===== config.mk =====
export PLATFORM = sky130hd
export DESIGN_NAME = uart_tx_rr_arbiter
export DESIGN_NICKNAME = d
export VERILOG_FILES = /design/src/rtl/uart_tx_rr_arbiter.sv
export SDC_FILE = /design/constraint.sdc
export NUM_CORES = 1
export LEC_CHECK = 0
export BUFFER_PORTS_ARGS = -buffer_cell sky130_fd_sc_hd__buf_2
export CORE_ASPECT_RATIO = 0.7
export CORE_MARGIN = 4
export CORE_UTILIZATION = 50
export DETAILED_ROUTE_END_ITERATION = 8
export GPL_ROUTABILITY_DRIVEN = 0
export GPL_TIMING_DRIVEN = 0
export PLACE_DENSITY = 0.79
export SLEW_MARGIN = 0
export SYNTH_ARGS = -nofsm -noshare
export SYNTH_HDL_FRONTEND = slang
export SYNTH_SLANG_ARGS = --single-unit

===== constraint.sdc =====
create_clock -name clk_i -period 6.9 [get_ports clk_i]
set_clock_uncertainty 0.15 [all_clocks]
set_input_delay 1.38 -clock clk_i [delete_from_list [all_inputs] [get_ports clk_i]]
set_output_delay 1.38 -clock clk_i [all_outputs]
set_load 0.02 [all_outputs]

===== src/rtl/uart_tx_rr_arbiter.sv =====
// Round-robin arbiter sharing one UART transmitter between NUM_REQ byte sources,
// with locked multi-byte messages and a one-byte-at-a-time TX handshake.
module uart_tx_rr_arbiter #(
    parameter int NUM_REQ      = 4,
    parameter int TX_HOLDOFF   = 2,
    parameter int LOCK_TIMEOUT = 64,
    localparam int ID_W        = (NUM_REQ > 1) ? $clog2(NUM_REQ) : 1
) (
    input  logic                 clk_i,
    input  logic                 rst_i,
    input  logic [NUM_REQ-1:0]   req_valid_i,
    input  logic [NUM_REQ*8-1:0] req_data_i,
    input  logic [NUM_REQ-1:0]   req_last_i,
    output logic [NUM_REQ-1:0]   req_ready_o,
    output logic                 tx_do_o,
    output logic [7:0]           tx_data_o,
    input  logic                 tx_done_i,
    output logic [ID_W-1:0]      grant_id_o,
    output logic                 lock_active_o,
    output logic                 busy_o,
    output logic [15:0]          bytes_sent_o
);

    localparam int HOLD_W = (TX_HOLDOFF > 1) ? $clog2(TX_HOLDOFF) : 1;
    localparam int CNT_W  = (LOCK_TIMEOUT > 0) ? $clog2(LOCK_TIMEOUT + 1) : 1;
    localparam logic [HOLD_W-1:0] HOLD_LAST  = HOLD_W'(TX_HOLDOFF - 1);
    localparam logic [CNT_W-1:0]  LOCK_LIMIT = CNT_W'(LOCK_TIMEOUT);
    localparam logic [ID_W-1:0]   PTR_RESET  = ID_W'(NUM_REQ - 1);

    typedef enum logic [1:0] {
        S_IDLE,
        S_ISSUE,
        S_HOLDOFF,
        S_WAIT_DONE
    } state_t;

    state_t              state_q;
    logic [ID_W-1:0]     ptr_q;
    logic [ID_W-1:0]     grant_q;
    logic                lock_q;
    logic [CNT_W-1:0]    lcnt_q;
    logic [HOLD_W-1:0]   hcnt_q;
    logic                tx_do_q;
    logic [7:0]          tx_data_q;
    logic                busy_q;
    logic [15:0]         bytes_q;

    logic [NUM_REQ-1:0]  eligible_d;
    logic [ID_W-1:0]     winner_d;
    logic                found_d;
    logic                accept_d;
    logic [7:0]          sel_data_d;
    logic                sel_last_d;

    // While a message is locked only its owner may be picked.
    always_comb begin
        eligible_d = '0;
        for (int i = 0; i < NUM_REQ; i++) begin
            eligible_d[i] = req_valid_i[i] && (!lock_q || (grant_q == ID_W'(i)));
        end
    end

    always_comb begin
        logic [ID_W-1:0] cand;
        winner_d = ptr_q;
        found_d  = 1'b0;
        cand     = '0;
        for (int k = 1; k <= NUM_REQ; k++) begin
            cand = ID_W'((int'(ptr_q) + k) % NUM_REQ);
            if (!found_d && eligible_d[cand]) begin
                found_d  = 1'b1;
                winner_d = cand;
            end
        end
    end

    assign sel_data_d = req_data_i[8*winner_d +: 8];
    assign sel_last_d = req_last_i[winner_d];
    assign accept_d   = !rst_i && (state_q == S_IDLE) && tx_done_i && found_d;

    always_comb begin
        req_ready_o = '0;
        if (accept_d) begin
            req_ready_o[winner_d] = 1'b1;
        end
    end

    always_ff @(posedge clk_i or posedge rst_i) begin
        if (rst_i) begin
            state_q   <= S_IDLE;
            ptr_q     <= PTR_RESET;
            grant_q   <= '0;
            lock_q    <= 1'b0;
            lcnt_q    <= '0;
            hcnt_q    <= '0;
            tx_do_q   <= 1'b0;
            tx_data_q <= '0;
            busy_q    <= 1'b0;
            bytes_q   <= '0;
        end else begin
            tx_do_q <= 1'b0;
            case (state_q)
                S_IDLE: begin
                    if (accept_d) begin
                        state_q   <= S_ISSUE;
                        tx_do_q   <= 1'b1;
                        tx_data_q <= sel_data_d;
                        busy_q    <= 1'b1;
                        ptr_q     <= winner_d;
                        grant_q   <= winner_d;
                        lock_q    <= !sel_last_d;
                        lcnt_q    <= '0;
                    end else if (lock_q && !req_valid_i[grant_q]) begin
                        // A stalled owner loses the lock once the idle count reaches the limit.
                        if (LOCK_TIMEOUT != 0) begin
                            if (lcnt_q == LOCK_LIMIT) begin
                                lock_q <= 1'b0;
                                lcnt_q <= '0;
                            end else begin
                                lcnt_q <= lcnt_q + CNT_W'(1);
                            end
                        end
                    end
                end
                S_ISSUE: begin
                    bytes_q <= bytes_q + 16'd1;
                    hcnt_q  <= '0;
                    state_q <= S_HOLDOFF;
                end
                S_HOLDOFF: begin
                    if (hcnt_q == HOLD_LAST) begin
                        state_q <= S_WAIT_DONE;
                    end else begin
                        hcnt_q <= hcnt_q + HOLD_W'(1);
                    end
                end
                S_WAIT_DONE: begin
                    if (tx_done_i) begin
                        state_q <= S_IDLE;
                        busy_q  <= 1'b0;
                    end
                end
                default: begin
                    state_q <= S_IDLE;
                    busy_q  <= 1'b0;
                end
            endcase
        end
    end

    assign tx_do_o       = tx_do_q;
    assign tx_data_o     = tx_data_q;
    assign grant_id_o    = grant_q;
    assign lock_active_o = lock_q;
    assign busy_o        = busy_q;
    assign bytes_sent_o  = bytes_q;

endmodule


==> results.cfg <==
[run_status]
outcome = finished clean

[die]
start_util_pct = 52.6
core_region_area_sq_um = 4430
die-area_sq_um = 5830
die_h_um = 65.1
pin_count = 76
placementRows = 20
die_x_um = 89.6

[route]
wl_um = 5350
avgViaCountPerCell = 5.53
drc_errors = 0
post_drt_wl_per_cell_um = 14.5
drtAntennaViolNets = 0
first_pass_iters = 4
vias = 2045
drt-initial-drc-count = 65

[synth]
ys_seq_area_share_pct = 44.1
yosys.area_share.simple_pct = 16.1
synth_compound_area_share_pct = 15.4
async_reset_ff_share_pct = 100
synth_edf_count = 0
syn_inst = 232
yosys.area_share.adder_pct = 3.76
muxShareOfSynthArea_pct = 10.2
synth-seq-cells = 41
synth_flop_cell = dfrtp_1
synth_top_family_by_area = simple AND/OR/NAND/NOR gates
synth_xor_xnor_area_share_pct = 5.64
synth_nets = 282
yosysWarnings = 0
syn_area_sq_um = 2330
avgSynthCellArea_sq_um = 10.0
yosysUniqueCellTypes = 50

[clocking]
cts-resized-gates = 0
cts_tree = done
cts.sinks = 41
ctsLongestPathBuffers = 2
root_buffer = clkbuf_8
clk_latency_ns = 0.29
clk_pin_slew_ns = 0.08
ctsHoldBuffers = 0
cts_made_buffers = 5
htreeDepth = 2
post_cts_buffers = 0

[global_route]
grt_max_degree = 44
grt_pass1_vias = 1974
grt-ovfl-total = 0
track_usage_pct = 19.5
grt_pass1_wl_um = 8910
antenna_found_initial = 0

[cells_and_area]
antenna_cells = 0
drive_above_1_share_pct = 32.4
multi_input_area_sq_um = 1190
n_fill_cell = 378
final_core_util_pct = 65.1
regArea_sq_um = 1030
area_growth_pct = 23.8
finalNonFillerCells = 370
nNetsFinal = 364

[worst_setup_path]
required_ns = 5.37
cp.arrival_ns = 3.22
crit_path_end_kind = output port
crit_fanout = 43
path_class = in2out
critPathLaunchType = input pin

[placement]
dp_hpwl_um = 4090
dp_cells = 362
portBuffers = 75

[flow_run]
cap_violations = 0

[min_path]
min_path_type = reg2reg

[timing]
rsz0062_at_grt = false
max_slew_margin_pct = 42.1
finalSetupViolations = 0
timing.final.crit_share_pct = 68.8
fmax_mhz = 211
worst_pin_slew_ns = 0.867
finalHoldViolCount = 0
tns_ns = 0
finalWorstPathRequiredPeriod_ns = 4.75
drv_slew = 0

[pwr]
peakVddDrop_mv = 0.262
power.leakage_nw = 1.48
powerDensity_nw_per_um2 = 410
cell type report:
class | count | share of cell area (%)
inverters | 12 | 1.56
repair buffers | 75 | 13.0
well taps | 55 | 2.39
plain buffers | 9 | 2.34
multi-input cells | 170 | 41.2
clock inverters | 2 | 1.34
clock buffers | 6 | 2.52
flip-flops and latches | 41 | 35.6
final timing paths:
path	from	to	slack, ns	depth (start not counted)
setup / recovery	rst_i	req_ready_o[0]	2.15	8
hold / removal	bytes_sent_o[15]$_DFFE_PP0N_	bytes_sent_o[15]$_DFFE_PP0N_	0.32	1
setup reg to reg	grant_id_o[0]$_DFFE_PP0P_	lcnt_q[6]$_DFFE_PP0P_	4.51	8
hold reg to reg	bytes_sent_o[15]$_DFFE_PP0N_	bytes_sent_o[15]$_DFFE_PP0N_	0.32	1
max in group asynchronous	rst_i	tx_data_o[3]$_DFFE_PP0P_	4.94	2
min in group asynchronous	rst_i	lcnt_q[3]$_DFFE_PP0P_	1.12	2
cell usage after synthesis, drive strengths merged (3+ instances only):
master | count | area share (%)
o21ai | 19 | 4.2
mux2i | 18 | 7.7
a21oi | 4 | 1.0
ha | 7 | 3.8
xor2 | 5 | 1.9
nand4 | 5 | 1.3
nand3 | 8 | 1.7
xnor2 | 10 | 3.8
o221ai | 9 | 3.7
nand2b | 5 | 1.3
nor3 | 4 | 0.86
nand2 | 26 | 4.2
buf | 7 | 2.6
inv | 12 | 1.9
mux2 | 3 | 1.4
and3 | 6 | 1.6
nor2b | 3 | 0.81
dfrtp | 39 | 42
nor2 | 14 | 2.4
layout by cell type (no fill, tap or decap), types with 2 or more instances in the layout:
cell type and instances:
o21ai_1 4, nor4_1 2, o21ai_0 14, o22ai_1 2, xnor2_1 10, and3_1 6
a21oi_1 3, buf_2 78, nand3_1 8, mux2i_1 18, nand4_1 5, dfrtp_1 39
nor3_1 4, nor2_1 13, buf_6 4, a211oi_1 2, ha_1 7, o221ai_1 8
inv_1 10, nand2b_1 5, dfstp_2 2, mux2_2 2, clkbuf_8 5, inv_2 2
clkbuf_1 3, nor2b_1 3, xor2_1 5, nand2_1 26
report_power, final:
part / internal, mW / switching, mW / total (mW)
clock network: 0.109 / 0.0824 / 0.191
logic: 0.261 / 0.343 / 0.604
registers: 0.322 / 0.0668 / 0.388
total: 0.691 / 0.492 / 1.18
kinds of logic (layout without fill, tap and decap cells):
group                      after synthesis  count (layout)
muxes                                   22              22
DFF                                     41              41
AOI/OAI and AO/OA                       49              49
buffers and inverters                   21             104
xor gates and xnor gates                15              15
and+or+nand+nor                         77              77
adders and majority gates                7               7
layer usage:
layer	share of wire, %	track usage (%)	vias up
li1	-	-	1001
met1	46	26.9	994
met2	49	31.1	46
met3	5.0	5.64	4
met4	0.45	2.97	0
met5	0	0	-
critical path, cell delays in order:
cell	delay (ns)
buf_2	0.10
inv_2	0.62
nand3_1	0.16
nor4_1	0.30
a31oi_1	0.13
buf_2	0.24
nor2_1	0.10
buf_2	0.17
through the flow:
stage | instance area [sq um] | power [mW] | hold WS [ns] | setup WS, ns
after floorplan | 2330 | 0.840 | 0.335 | 2.11
after global placement | 2770 | 0.979 | 0.306 | 1.52
after detailed placement | 2770 | 1.00 | 0.308 | 2.10
after CTS | 2890 | 1.19 | 0.323 | 2.09
after global routing | 2890 | 1.28 | 0.357 | 1.82
final | 2890 | 1.18 | 0.316 | 2.15
state kept, by name, indices dropped and copies added (netlist names):
signal and cells:
lock_active_o 1, busy_o 1, hcnt_q 1, lcnt_q 7
tx_data_o 8, grant_id_o 2, ptr_q 2, bytes_sent_o 16
tx_do_o 1, state_q 2
Note: power is estimated with default switching activity, not from simulation.
